==> src/rtl/receiver.sv <==
// Serial frame receiver: start / DATA_BITS data (LSB first) / odd parity / stop, one bit per clock.
// Optional parity checking is enabled by defining RX_PARITY_CHECK_EN.
module receiver #(
    parameter int DATA_BITS = 7
) (
    input  logic                 clk,
    input  logic                 rstn,
    input  logic                 serial_in,
    output logic [DATA_BITS-1:0] data_out,
    output logic                 valid,
    input  logic                 ready,
    output logic                 parity_err,
    output logic                 frame_err,
    output logic                 overrun
);

    localparam int CW = (DATA_BITS > 1) ? $clog2(DATA_BITS) : 1;
    localparam logic [CW-1:0] LAST_BIT = CW'(DATA_BITS - 1);

    localparam logic [2:0] ST_RECOVER = 3'd0;
    localparam logic [2:0] ST_IDLE    = 3'd1;
    localparam logic [2:0] ST_DATA    = 3'd2;
    localparam logic [2:0] ST_PARITY  = 3'd3;
    localparam logic [2:0] ST_STOP    = 3'd4;

    logic [2:0]           state_r, state_s;
    logic [CW-1:0]        cnt_r, cnt_s;
    logic [DATA_BITS-1:0] shift_r;
    logic [DATA_BITS-1:0] data_r;
    logic                 valid_r, perr_r, ferr_r, ovr_r;
    logic                 complete_s, accept_s, perr_s;

`ifdef RX_PARITY_CHECK_EN
    logic par_r;

    function automatic logic odd_parity(input logic [DATA_BITS-1:0] d);
        return ~^d;
    endfunction
`endif

    // Frame sequencing and bit counter
    always_comb begin
        state_s = state_r;
        cnt_s   = cnt_r;
        case (state_r)
            ST_RECOVER: begin
                if (serial_in) state_s = ST_IDLE;
                else           state_s = ST_RECOVER;
            end
            ST_IDLE: begin
                if (!serial_in) begin
                    state_s = ST_DATA;
                    cnt_s   = '0;
                end else begin
                    state_s = ST_IDLE;
                end
            end
            ST_DATA: begin
                if (cnt_r == LAST_BIT) state_s = ST_PARITY;
                else                   cnt_s   = cnt_r + 1'b1;
            end
            ST_PARITY: state_s = ST_STOP;
            // A low stop bit means the line is stuck low: wait for it to rise before hunting starts
            ST_STOP: begin
                if (serial_in) state_s = ST_IDLE;
                else           state_s = ST_RECOVER;
            end
            default: state_s = ST_RECOVER;
        endcase
    end

    // Completion handshake against the holding register
    always_comb begin
        complete_s = (state_r == ST_STOP);
        accept_s   = complete_s && (!valid_r || ready);
`ifdef RX_PARITY_CHECK_EN
        perr_s     = (odd_parity(shift_r) != par_r);
`else
        perr_s     = 1'b0;
`endif
    end

    // State, shift register and output holding register
    always_ff @(posedge clk or negedge rstn) begin
        if (!rstn) begin
            state_r <= ST_RECOVER;
            cnt_r   <= '0;
            shift_r <= '0;
            data_r  <= '0;
            valid_r <= 1'b0;
            perr_r  <= 1'b0;
            ferr_r  <= 1'b0;
            ovr_r   <= 1'b0;
`ifdef RX_PARITY_CHECK_EN
            par_r   <= 1'b0;
`endif
        end else begin
            state_r <= state_s;
            cnt_r   <= cnt_s;
            if (state_r == ST_DATA) shift_r[cnt_r] <= serial_in;
`ifdef RX_PARITY_CHECK_EN
            if (state_r == ST_PARITY) par_r <= serial_in;
`endif
            if (accept_s) begin
                data_r  <= shift_r;
                perr_r  <= perr_s;
                ferr_r  <= ~serial_in;
                valid_r <= 1'b1;
            end else if (valid_r && ready) begin
                valid_r <= 1'b0;
            end
            ovr_r <= complete_s && !accept_s;
        end
    end

    assign data_out   = data_r;
    assign valid      = valid_r;
    assign parity_err = perr_r;
    assign frame_err  = ferr_r;
    assign overrun    = ovr_r;

endmodule

==> config.mk <==
export PLATFORM = sky130hd
export DESIGN_NAME = receiver
export DESIGN_NICKNAME = d
export VERILOG_FILES = /design/src/rtl/receiver.sv
export SDC_FILE = /design/constraint.sdc
export NUM_CORES = 1
export LEC_CHECK = 0
export CAP_MARGIN = 25
export CORE_ASPECT_RATIO = 0.8
export CORE_MARGIN = 10
export CORE_UTILIZATION = 52
export DETAILED_ROUTE_END_ITERATION = 16
export HOLD_SLACK_MARGIN = 0.03
export MAX_ROUTING_LAYER = met4
export PLACE_DENSITY = 0.86
export SKIP_LAST_GASP = 1
export SLEW_MARGIN = 25
export SYNTH_ARGS = -nofsm -noshare
export SYNTH_HDL_FRONTEND = slang
export SYNTH_SLANG_ARGS = --single-unit
export TNS_END_PERCENT = 1
==> constraint.sdc <==
create_clock -name clk -period 1.6 [get_ports clk]
set_clock_uncertainty 0.15 [all_clocks]
set_input_delay 0.32 -clock clk [delete_from_list [all_inputs] [get_ports clk]]
set_output_delay 0.32 -clock clk [all_outputs]
set_load 0.02 [all_outputs]
# [Word level (Yosys, flattened, before mapping)]
# Cells that the tools add are included.
[word_totals] regBits=23 inputBits=4 output_inout_bits=11
[classes] addsub=1 n_lt_le_gt_ge=2 eq_ne=8 n_mux=12 bitwise_logic=1 reduce_logical=12
[op_table] cell="$pmux 3 s4" n=1
[op_table] cell="$mux 3" n=3
[op_table] cell="$bwmux 7" n=1
[op_table] cell="$eq 3x2->1 const B" n=2
[op_table] cell="$eq 3x3->1 const B" n=2
[op_table] cell="$ne 2x2->1 const B" n=3
[op_table] cell="$pmux 3 s2" n=1
[op_table] cell="$logic_and 1x1->1" n=4
[op_table] cell="$lt 3x4->1 const B" n=1
[op_table] cell="$mux 1" n=4
[op_table] cell="$reduce_bool 2->1" n=2
[op_table] cell="$add 3x1->3 const B" n=1
[op_table] cell="$demux 1 s3" n=1
[op_table] cell="$eq 3x1->1 const B" n=1
[op_table] cell="$ge 3x1->1 const B" n=1
[op_table] cell="$logic_not 3->1" n=1
[op_table] cell="$reduce_and 3->1" n=1
[op_table] cell="$logic_not 1->1" n=2
[op_table] cell="$mux 2" n=1
[op_table] cell="$reduce_or 2->1" n=1
[op_table] cell="$logic_or 1x1->1" n=1
[op_table] cell="$not 1->1" n=1

# [Depth between registers and ports, before layout]
# Gate-level depths: netlist of run 1.
[logic_depth] ltp_word=5 mapped_depth=5

# [Worst setup path before layout of run 1]
# No wires, ideal clock.
[synth_path] path_type="register to register" startpoint="register state_r[2]" endpoint="register shift_r[1]" t_arrival_ns=1.161 required_ns=1.325 slack_ns=0.164 path_stages_with_launch=5 path_buffers=1 period_less_slack_ns=1.436 path_cell_list="dfrtp_1 buf_6 and4bb_1 nand2_1 mux2_4"
[synth_between] elab_chain_cells=1
[synth_lines] item="start: declaration" line="26" source="logic [2:0] state_r, state_s;"
[synth_lines] item="start signal: assignment" line="98" source="state_r <= state_s;"
[synth_lines] item="$eq 3x2->1" line="100" source="if (state_r == ST_DATA) shift_r[cnt_r] <= serial_in;"
[synth_lines] item="end signal: indexed assignment" line="100"
[synth_lines] item="end: declaration" line="28" source="logic [DATA_BITS-1:0] shift_r;"
# Every way passes these cells.
# A chain may end at the register's enable or synchronous reset.

# [Worst setup path after layout of run 1]
[layout_path] startpoint="register data_r[3] (netlist: data_out[3])" endpoint="output port data_out[3]"
[layout_lines] item="start: declaration" line="29" source="logic [DATA_BITS-1:0] data_r;"
[layout_lines] item="start signal: assignment" line="105" source="data_r <= shift_r;"
[layout_lines] item="end: declaration" line="9" source="output logic [DATA_BITS-1:0] data_out,"
# No word-level cell between the ends.

==> flow_metrics.env, run 1 <==
export IMPL_cp_slowest_cell="clkdlybuf4s50_1"
export IMPL_grt_overflow=0
export IMPL_dp_cells=125
export IMPL_yosys_top_cells_area="dfrtp_1, mux2_2, mux2_4"
export IMPL_violations="negative setup slack"
export IMPL_first_global_vias=767
export IMPL_drtIter0Drc=37
export IMPL_cts_sink_count=23
export IMPL_yosysTopAreaCellShare=0.537
export IMPL_synth_area_leader_cell="dfrtp_1"
export IMPL_portBuffers=13
export IMPL_viasPerCell=5.43
export IMPL_die_w_um=70.7
export IMPL_fin_nets=112
export IMPL_pwr_share_comb=0.441
export IMPL_swShare=0.359
export IMPL_hold_viol_final=0
export IMPL_grt_max_degree=24
export IMPL_syn_instance_count=86
export IMPL_h_tree_depth=1
export IMPL_grt_setup_unrepaired="yes"
export IMPL_cp_max_fo=2
export IMPL_slew_violations=0
export IMPL_fp_dieH_um=60.6
export IMPL_synthTopCellsByCount="dfrtp_1, nand2_1, mux2_2"
export IMPL_fmax_ghz=0.575
export IMPL_final_antenna_net_count=0
export IMPL_fillers=157
export IMPL_die_area_um2=4290
export IMPL_switching_power_mw=0.849
export IMPL_antennaDiodeCount=0
export IMPL_ir_worst_vdd_mv=1.52
export IMPL_min_period_ns=1.74
export IMPL_syn_area_um2=1070
export IMPL_seqCellArea_um2=576
export IMPL_area_delta_synth_final_pct=18.8
export IMPL_rows=14
export IMPL_synth_most_common_cell="dfrtp_1"
export IMPL_cp_start_kind="flop"
export IMPL_slowest_delay_ns=0.60
export IMPL_design_area_um2=1270
export IMPL_drive_above_1_share=0.219
export IMPL_final_cell_count_no_fill=129
export IMPL_grt_pass1_wl_mm=3.57
export IMPL_synth_flop_cell="dfrtp_1"
export IMPL_ios=15
export IMPL_clockBufferDepth=2
export IMPL_ys_seq_area_frac=0.537
export IMPL_multiInputGateArea_um2=453
export IMPL_r2r_cells=3
export IMPL_status="complete, but fails checks"
export IMPL_fin_ws_ns=-0.139
export IMPL_p_int_mw=1.52
export IMPL_synth_seq_cells=23
export IMPL_path_delay_family="buffers and inverters"
export IMPL_cp_arrival_ns=1.27
export IMPL_p_leak_nw=0.587
export IMPL_reg2reg_from="cnt_r[0]"
export IMPL_endpoint_kind="output pin"
export IMPL_gr_usage_all_layers=0.106
export IMPL_start_util=0.556
export IMPL_worstHoldPathType="in -> async"
export IMPL_p_seq_frac=0.450
export IMPL_yosysWarnings=0
export IMPL_path_class="reg -> out"
export IMPL_path_clk_slew_ns=0.11
export IMPL_cts_made_buffers=3
export IMPL_drv_cap=0
export IMPL_async_flop_share=1.00
export IMPL_via_count=701
export IMPL_power_density_nw_per_um2=1860
export IMPL_cts_root_buf="clkbuf_4"
export IMPL_worstPathCellList="clkdlybuf4s50_1"
export IMPL_routed_wl_mm=1.97
export IMPL_place_gp_congestion=0.846
export IMPL_clockPowerShare=0.108
export IMPL_fp_coreArea_um2=1930
export IMPL_r2r_slack_ns=0.05
export IMPL_finalSetupViolCount=8
export IMPL_drc=0
export IMPL_cts_tree="yes"
export IMPL_synth_edff_count=0
export IMPL_hpwl_mm=1.48
export IMPL_first_pass_iters=4
export IMPL_antenna_found_initial=0
export IMPL_clk_latency_ns=0.30
export IMPL_syn_area_per_cell_um2=12.5
export IMPL_syn_nets=92
export IMPL_synth_cell_type_count=30
export IMPL_dpl_cell_area_um2=1240
export IMPL_r2r_end="shift_r[6]"
export IMPL_required_ns=1.13
export IMPL_fin_hold_ws_ns=0.212
export IMPL_critPathBufInv=1
export IMPL_wl_per_cell_um=15.3
export IMPL_fin_crit_sh=1.09
-- worst max-delay path by stage --
| stage | from | end | slack (ns) | depth (start not counted) |
|---|---|---|---|---|
| 6_report | data_out[3] | data_out[3] | -0.14 | 1 |
| 5_1_grt | data_out[3] | data_out[3] | -0.21 | 1 |
| 4_1_cts | valid | valid | -0.17 | 1 |
| 3_5_place_dp | serial_in | cnt_r[0] | -0.16 | 4 |
| 3_3_place_gp | serial_in | cnt_r[0] | -0.14 | 4 |
| 2_1_floorplan | state_r[2] | shift_r[1] | 0.16 | 4 |
-- power by group through the flow --
stage	combinational [mW]	sequential (mW)	clock, mW
floorplan	0.553	1.17	0
global placement	1.03	1.06	0
CTS	1.06	1.07	0.266
global route	1.14	1.11	0.293
detailed placement	1.06	1.08	0
finish	1.04	1.07	0.256
-- layout by cell type, fill, tap and decap left out --
master / Yosys / final
dfrtp_1: 23 / 23
clkdlybuf4s50_1: 0 / 11
nand2_1: 9 / 9
mux2_2: 8 / 8
inv_1: 5 / 5
nor2_1: 5 / 5
buf_4: 1 / 5
mux2_4: 4 / 4
nor2b_1: 3 / 3
mux2_1: 3 / 3
clkbuf_4: 0 / 3
a21oi_1: 2 / 2
o22ai_1: 2 / 2
a31oi_1: 2 / 2
ha_1: 2 / 2
nand2b_1: 1 / 1
nand3_2: 1 / 1
or2b_1: 1 / 1
or3b_1: 1 / 1
and4bb_1: 1 / 1
nor4b_4: 1 / 1
a22o_1: 1 / 1
a21bo_4: 1 / 1
a32oi_1: 1 / 1
o21ai_1: 1 / 1
and3_1: 1 / 1
nor3b_1: 1 / 1
o31ai_1: 1 / 1
nand3_1: 1 / 1
conb_1: 1 / 1
clkbuf_1: 0 / 1
dlygate4sd2_1: 0 / 1
dlymetal6s2s_1: 0 / 1
-- layout make-up --
cell class | instances | share of cell area
Multi-Input combinational cell | 55 | 0.356
Clock buffer | 4 | 0.0206
Inverter | 5 | 0.0147
Sequential cell | 23 | 0.452
Timing Repair Buffer | 18 | 0.133
Tap cell | 24 | 0.0236
-- kinds of logic after synthesis --
| family | Yosys count | share of synthesized area |
|---|---|---|
| adders and majority gates | 2 | 0.0234 |
| and+or+nand+nor | 26 | 0.148 |
| muxes | 15 | 0.172 |
| AOI/OAI and AO/OA | 11 | 0.0759 |
| buffers and inverters | 8 | 0.0397 |
| other | 1 | 0.00350 |
| DFF | 23 | 0.537 |
-- routing by layer --
metal | up-vias | global-route usage | wire length (µm)
li1 | 332 | - | -
met1 | 345 | 0.119 | 850
met2 | 20 | 0.174 | 968
met3 | 4 | 0.0473 | 129
met4 | 0 | 0.0193 | 24
met5 | - | - | 0
-- flip-flops by register name, summed over array words and instances, names as in the netlist --
register and count:
frame_err 1, valid 1, data_out 7, shift_r 7, state_r 3, overrun 1, cnt_r 3
-- stage by stage --
stage          power (mW)  setup slack (ns)  TNS (ns)  utilization
2_1_floorplan        1.72             0.164         0            -
3_3_place_gp         2.08            -0.139     -1.39        0.646
3_5_place_dp         2.15            -0.157     -1.48        0.646
4_1_cts              2.39            -0.167     -1.38        0.659
5_1_grt              2.54            -0.209     -1.70        0.660
6_report             2.36            -0.139     -1.05        0.660
-- timing repair --
item / 4_1_cts / 5_1_grt
hold buffers: 0 / 0
endpoints found under the setup margin: 10 / 14
resized for setup: 1 / 1
buffers inserted: 0 / 0
No activity file was read; power rests on OpenSTA's default activity.
==> run 2: changes to the inputs <==
- SLEW_MARGIN: 25 -> 20
==> results of run 2 <==
Same layout as run 1: the final DEF is identical, and so are final timing and power.
